## src/rtl/debounce_timer_arbiter.sv

```systemverilog
// Shares one delay counter between N_CH debouncer channels: round-robin grant,
// programmable settle delay, one-cycle fin pulse back to the owning channel.
module debounce_timer_arbiter #(
    parameter int N_CH  = 4,
    parameter int CNT_W = 20,
    parameter int ID_W  = 2
) (
    input  logic             clk,
    input  logic             rst,
    input  logic [N_CH-1:0]  req,
    input  logic [CNT_W-1:0] delay_val,
    output logic [N_CH-1:0]  grant,
    output logic [N_CH-1:0]  fin,
    output logic             busy,
    output logic [ID_W-1:0]  gnt_id,
    output logic [7:0]       abort_cnt
);

    typedef enum logic [1:0] {
        S_IDLE  = 2'd0,
        S_COUNT = 2'd1,
        S_DONE  = 2'd2
    } state_t;

    state_t             r_state;
    state_t             w_state_next;
    logic [CNT_W-1:0]   r_cnt;
    logic [CNT_W-1:0]   w_cnt_next;
    logic [CNT_W-1:0]   r_delay;
    logic [CNT_W-1:0]   w_delay_next;
    logic [ID_W-1:0]    r_ptr;
    logic [ID_W-1:0]    w_ptr_next;
    logic [N_CH-1:0]    r_grant;
    logic [N_CH-1:0]    w_grant_next;
    logic [N_CH-1:0]    r_fin;
    logic [N_CH-1:0]    w_fin_next;
    logic               r_busy;
    logic               w_busy_next;
    logic [ID_W-1:0]    r_gnt_id;
    logic [ID_W-1:0]    w_gnt_id_next;
    logic [7:0]         r_abort_cnt;
    logic [7:0]         w_abort_cnt_next;

    logic [ID_W-1:0]    w_win;
    logic [N_CH-1:0]    w_win_oh;
    logic [N_CH-1:0]    w_held;
    logic               w_req_held;
    logic [ID_W-1:0]    w_ptr_after;
    logic [CNT_W-1:0]   w_delay_in;
    logic               w_cnt_last;

    // Round-robin scan: offsets are walked from farthest to nearest so the
    // channel closest to the pointer (with wrap) is the last one written.
    always_comb begin
        w_win = '0;
        for (int k = N_CH - 1; k >= 0; k--) begin
            for (int j = 0; j < N_CH; j++) begin
                if (req[j] && (j == ((int'(r_ptr) + k) % N_CH))) begin
                    w_win = ID_W'(j);
                end
            end
        end
    end

    genvar gi;
    generate
        for (gi = 0; gi < N_CH; gi++) begin : g_chan
            assign w_win_oh[gi] = (w_win == ID_W'(gi));
            assign w_held[gi]   = req[gi] & r_grant[gi];
        end
    endgenerate

    assign w_req_held  = |w_held;
    assign w_ptr_after = (r_gnt_id == ID_W'(N_CH - 1)) ? '0 : r_gnt_id + ID_W'(1);
    assign w_delay_in  = (delay_val == '0) ? CNT_W'(1) : delay_val;
    assign w_cnt_last  = (r_cnt == r_delay - CNT_W'(1));

    always_comb begin
        w_state_next     = r_state;
        w_cnt_next       = r_cnt;
        w_delay_next     = r_delay;
        w_ptr_next       = r_ptr;
        w_grant_next     = r_grant;
        w_fin_next       = '0;
        w_busy_next      = r_busy;
        w_gnt_id_next    = r_gnt_id;
        w_abort_cnt_next = r_abort_cnt;
        unique case (r_state)
            S_IDLE: begin
                if (|req) begin
                    w_state_next  = S_COUNT;
                    w_grant_next  = w_win_oh;
                    w_gnt_id_next = w_win;
                    w_cnt_next    = '0;
                    w_delay_next  = w_delay_in;
                    w_busy_next   = 1'b1;
                end
            end
            S_COUNT: begin
                // A dropped request wins over a terminal count on the same edge.
                if (!w_req_held) begin
                    w_state_next = S_IDLE;
                    w_grant_next = '0;
                    w_busy_next  = 1'b0;
                    w_ptr_next   = w_ptr_after;
                    if (r_abort_cnt != 8'hFF) begin
                        w_abort_cnt_next = r_abort_cnt + 8'd1;
                    end
                end else if (w_cnt_last) begin
                    w_state_next = S_DONE;
                    w_fin_next   = r_grant;
                end else begin
                    w_cnt_next = r_cnt + CNT_W'(1);
                end
            end
            S_DONE: begin
                w_state_next = S_IDLE;
                w_grant_next = '0;
                w_busy_next  = 1'b0;
                w_ptr_next   = w_ptr_after;
            end
            default: begin
                w_state_next = S_IDLE;
                w_grant_next = '0;
                w_busy_next  = 1'b0;
            end
        endcase
    end

    always_ff @(posedge clk or posedge rst) begin
        if (rst) begin
            r_state     <= S_IDLE;
            r_cnt       <= '0;
            r_delay     <= '0;
            r_ptr       <= '0;
            r_grant     <= '0;
            r_fin       <= '0;
            r_busy      <= 1'b0;
            r_gnt_id    <= '0;
            r_abort_cnt <= '0;
        end else begin
            r_state     <= w_state_next;
            r_cnt       <= w_cnt_next;
            r_delay     <= w_delay_next;
            r_ptr       <= w_ptr_next;
            r_grant     <= w_grant_next;
            r_fin       <= w_fin_next;
            r_busy      <= w_busy_next;
            r_gnt_id    <= w_gnt_id_next;
            r_abort_cnt <= w_abort_cnt_next;
        end
    end

    assign grant     = r_grant;
    assign fin       = r_fin;
    assign busy      = r_busy;
    assign gnt_id    = r_gnt_id;
    assign abort_cnt = r_abort_cnt;

endmodule

```

## config.mk

```make
export PLATFORM = sky130hd
export DESIGN_NAME = debounce_timer_arbiter
export DESIGN_NICKNAME = d
export VERILOG_FILES = /design/src/rtl/debounce_timer_arbiter.sv
export SDC_FILE = /design/constraint.sdc
export NUM_CORES = 1
export LEC_CHECK = 0
export CAP_MARGIN = 10
export CELL_PAD_IN_SITES_DETAIL_PLACEMENT = 0
export CELL_PAD_IN_SITES_GLOBAL_PLACEMENT = 2
export CORE_MARGIN = 2
export CORE_UTILIZATION = 42
export CTS_CLUSTER_SIZE = 8
export DETAILED_ROUTE_END_ITERATION = 12
export DONT_BUFFER_PORTS = 1
export PLACE_DENSITY = 0.82
export SYNTH_ARGS = -nofsm -noshare
export SYNTH_HDL_FRONTEND = slang
export SYNTH_SLANG_ARGS = --single-unit
```

## constraint.sdc

```tcl
create_clock -name clk -period 7.3 [get_ports clk]
set_clock_uncertainty 0.15 [all_clocks]
set_input_delay 1.46 -clock clk [delete_from_list [all_inputs] [get_ports clk]]
set_output_delay 1.46 -clock clk [all_outputs]
set_load 0.01 [all_outputs]
```

==> Word-level counts from Yosys, hierarchy flattened <==
Cells that the tools add are included.
{ "totals": {"ff_bits": 63, "inputBits": 26, "wordCells": 119} }
{ "classes": {"add_sub_neg": 7, "eq_ne": 25, "mux": 36, "bitwise_logic": 8, "n_reduce_logical": 34} }
{ "op_table": {"columns": ["op", "count"], "rows": [
  ["$logic_not A32 Y1", 3],
  ["$mux W20", 4],
  ["$pmux W20 S2", 1],
  ["$mux W2", 19],
  ["$add A20 B1 Y20 const B", 1],
  ["$eq A20 B20 Y1", 1],
  ["$logic_not A20 Y1", 1],
  ["$mux W4", 5],
  ["$sub A20 B1 Y20 const B", 1],
  ["$eq A3 B3 Y1 const A", 6],
  ["$logic_and A1 B1 Y1", 15],
  ["$eq A2 B3 Y1 const A", 3],
  ["$add A8 B1 Y8 const B", 1],
  ["$eq A2 B2 Y1 const B", 4],
  ["$ne A2 B2 Y1 const B", 4],
  ["$ne A8 B8 Y1 const B", 1],
  ["$pmux W2 S2", 2],
  ["$pmux W4 S2", 1],
  ["$reduce_and A2 Y1", 4],
  ["$reduce_or A4 Y1", 2],
  ["$reduce_or A2 Y1", 3],
  ["$add A2 B1 Y2 const B", 2],
  ["$add A2 B2 Y2 const B", 2],
  ["$and A1 B1 Y1", 4],
  ["other kinds (12)", 20]
]} }

==> Longest topological paths before layout <==
{ "depth": {"depth_word": 23, "mapped_depth": 13} }

==> Worst setup path before layout <==
Ideal clock, no wire load.
{ "synth_timing": {"path_type": "input -> register", "startpoint": "input port req[0]", "endpoint": "register r_cnt[19]", "setup_time_ps": 78, "arrival_time_ps": 3171, "setup_slack_ps": 3901, "cell_stages": 9, "path_buffers": 1, "path_cell_list": "a22o_1 a221oi_1 nor2_1 and3_1 clkbuf_1 nand2_1 or3_1 or3_1 a21oi_1"} }
{ "synth_between": {"elab_chain_cells": 4, "elab_cells_between_ends": 6} }
{ "synth_lines": {"columns": ["element", "line", "rtl"], "rows": [
  ["start: declaration", "10", "input logic [N_CH-1:0] req,"],
  ["$and A1 B1 Y1", "69", "assign w_held[gi] = req[gi] & r_grant[gi];"],
  ["$reduce_or A4 Y1", "73", "assign w_req_held = |w_held;"],
  ["$ne A2 B2 Y1 (no line)", null, null],
  ["$reduce_and A4 Y1 (no line) *", null, null],
  ["end signal: assignment", "143", "r_cnt <= w_cnt_next;"],
  ["end: declaration", "27", "logic [CNT_W-1:0] r_cnt;"]
]} }
Every way passes the cells marked *; elsewhere a longest branch is shown, timed or not.
A chain may end at the register's enable or synchronous reset.

==> Worst setup path after layout <==
{ "layout_timing": {"startpoint": "register r_delay[0]", "endpoint": "register r_cnt[1]"} }
{ "layout_between": {"elab_chain_cells": 4} }
{ "layout_lines": {"columns": ["element", "line", "rtl"], "rows": [
  ["start: declaration", "29", "logic [CNT_W-1:0] r_delay;"],
  ["start signal: assignment", "144", "r_delay <= w_delay_next;"],
  ["$sub A20 B1 Y20", "76", "assign w_cnt_last = (r_cnt == r_delay - CNT_W'(1));"],
  ["$eq A20 B20 Y1", "76", null],
  ["$ne A2 B2 Y1 (no line)", null, null],
  ["$reduce_and A4 Y1 (no line)", null, null]
]} }
Every way passes these cells.

==> impl_metrics.ini <==
[critical_path]
critPathLaunchType = flop
worstRegToRegCells = 11
cp-end-kind = flop
crit_fanout = 44
timing.rr.end = r_cnt[1]
cp.required_ns = 7.38
r2r_slack_ns = 3.65
timing.rr.start = r_delay[0]
cp.arrival_ns = 3.73
path_class = reg2reg

[cts]
tritoncts = built
cts_buffers = 9
cts_setup_buffers = 0
cts_root_buf = clkbuf_8
h-tree-depth = 3
cts.clk_slew.worst_paths_ns = 0.07
cts_hold_buffers = 0
insertion_delay_ns = 0.34
cts-resized-gates = 0
clockBufferDepth = 2
cts_sinks = 63

[worst_hold_path]
holdCritStartpoint = r_delay[19]
hp-class = reg2reg
min_path_cells = 2
hold-path-endpoint = r_delay[19]

[yosys]
ys_warn_count = 0
syn-num-nets = 431
avgSynthCellArea_um2 = 8.95
synthFlopType = dfrtp_1
synth_most_common_cell = nand2_1
ys_seq_area_frac = 0.439
syn_area_um2 = 3590
synthArstFlopShare = 1.00
netlist_top_cells_count = nand2_1 (93), dfrtp_1 (63), xnor2_1 (22)
ys_top_cells_by_area = dfrtp_1 (44%), nand2_1 (9.7%), xnor2_1 (5.4%)
synth.distinct_cells = 53
synth_top_area_frac = 0.439
synth_edf_count = 0
synth_seq_cells = 63
syn_inst = 401
yosysTopAreaCell = dfrtp_1

[global_routing]
first_global_vias = 2818
antenna_found_initial = 0
grt_use_total = 0.199
globalRouteOverflowTotal = 0
grt_pass1_wl_um = 14000
grt_start_max_net_pins = 64

[drt]
dr_wl_met2_um = 3840
met3WireLength_um = 322
ant_nets = 0
drt_iter0_markers = 137
wl_met1_um = 4170
top_layer = met4
wl_per_cell_um = 16.7
drt_wl_total_um = 8480
routed_via_density = 5.63
dr.pass1.iters = 4
vias = 2858
drcViolationCount = 0

[placed_design]
numPortBuffers = 0
dp_hpwl_um = 5790
place.gp.congestion = 0.787
dp_slack_ns = 3.56

[die]
core_area_um2 = 8260
dieArea_um2 = 9300
rows = 33
die_h_um = 96.5
boundaryPins = 45
start_util = 0.435
die-width_um = 96.5

[final_layout]
fill_cells = 803
syn_to_final_growth_pct = 7.08
drive_above_1_share = 0.0819
multi_input_area_um2 = 1890
layout.nets = 428
diodes = 0
regArea_um2 = 1580

[timing]
finalWorstSetupSlack_ns = 3.65
grt_setup_unrepaired = no
setup_viol = 0
min_period_over_period = 0.500
fin_crit_ns = 3.65
relSlewSlack = 0.435
tns_ns = 0
max_freq_mhz = 274
hold_viol_final = 0
maxSlewViolCount = 0
worstMarginPinSlew_ns = 0.841

[outcome]
status = finished clean

[flow_run]
cap_violations = 0

[pwr]
p_per_area_nw_per_um2 = 375
leakagePower_nw = 1.65
vdd_drop_max_uv = 186
## metal layers
metal | global-route usage | vias up
li1 | - | 1427
met1 | 0.274 | 1376
met2 | 0.299 | 45
met3 | 0.0497 | 10
met4 | 0.0845 | 0
met5 | 0 | -
## per-stage QoR
stage | instance area, µm² | util | std cells | total power [W] | hold slack (ns)
2_1_floorplan | 3590 | - | 401 | 0.00102 | 0.316
3_3_place_gp | 3650 | 0.442 | 492 | 0.00114 | 0.331
3_5_place_dp | 3650 | 0.442 | 492 | 0.00115 | 0.366
4_1_cts | 3840 | 0.465 | 508 | 0.00146 | 0.385
5_1_grt | 3840 | 0.465 | 508 | 0.00156 | 0.429
6_report | 3840 | 0.465 | 508 | 0.00144 | 0.376
## area by class of cell
cell class	count	area share
multi-input cells	312	0.491
flip-flops and latches	63	0.410
clock buffers	12	0.0378
inverters	8	0.00781
repair buffers	4	0.00781
well taps	105	0.0342
clock inverters	4	0.0117
## worst max path at each step
stage,from,end,slack [ns],cells after the start
after floorplan,req[0],r_cnt[19],3.90,9
after global placement,req[0],abort_cnt[1],3.60,5
after detailed placement,req[0],abort_cnt[7],3.56,7
after CTS,r_delay[0],r_cnt[1],3.63,11
after global routing,r_delay[0],r_cnt[1],3.32,11
final,r_delay[0],r_cnt[1],3.65,11
## sequential cells by signal, summed over array words and instances (netlist names)
name	count
fin	4
r_delay	20
busy	1
abort_cnt	8
r_state	2
r_ptr	2
r_cnt	20
gnt_id	2
grant	4
## kinds of logic (layout without fill, tap and decap cells)
kind of cell,after synthesis,count (layout),share of synthesized area
muxes,6,6,0.0181
buffers and inverters,26,28,0.0362
and+or+nand+nor,203,203,0.288
AOI/OAI and AO/OA,65,65,0.121
DFF,63,63,0.439
xor gates and xnor gates,34,34,0.0830
adders and majority gates,4,4,0.0139
## critical path, stage by stage (launching register included)
cell and delay [ns]:
dfrtp_1 0.43, inv_1 0.10, ha_1 0.27, or4b_1 0.59, nor4_2 0.33, xnor2_1 0.17, nand2_1 0.07, a2111oi_0 0.43
and4b_1 0.26, buf_4 0.34, nor4b_1 0.11, a211o_1 0.27
## cells in the final DEF (no fill, tap or decap), types with 9 or more instances in the layout
cell type	Yosys	final
clkbuf_8	0	10
nand3_1	13	13
nand2_1	93	93
dfrtp_1	63	63
or3_1	12	12
nor2_1	19	19
xor2_1	12	12
xnor2_1	22	22
and3_1	11	11
or4_1	9	9
a21oi_1	18	18
## where the power goes
part | switching, W | internal [W]
Sequential | 0.000175 | 0.000452
Combinational | 0.000292 | 0.000223
Clock | 0.000137 | 0.000166
Note: power is estimated with default switching activity, not from simulation.
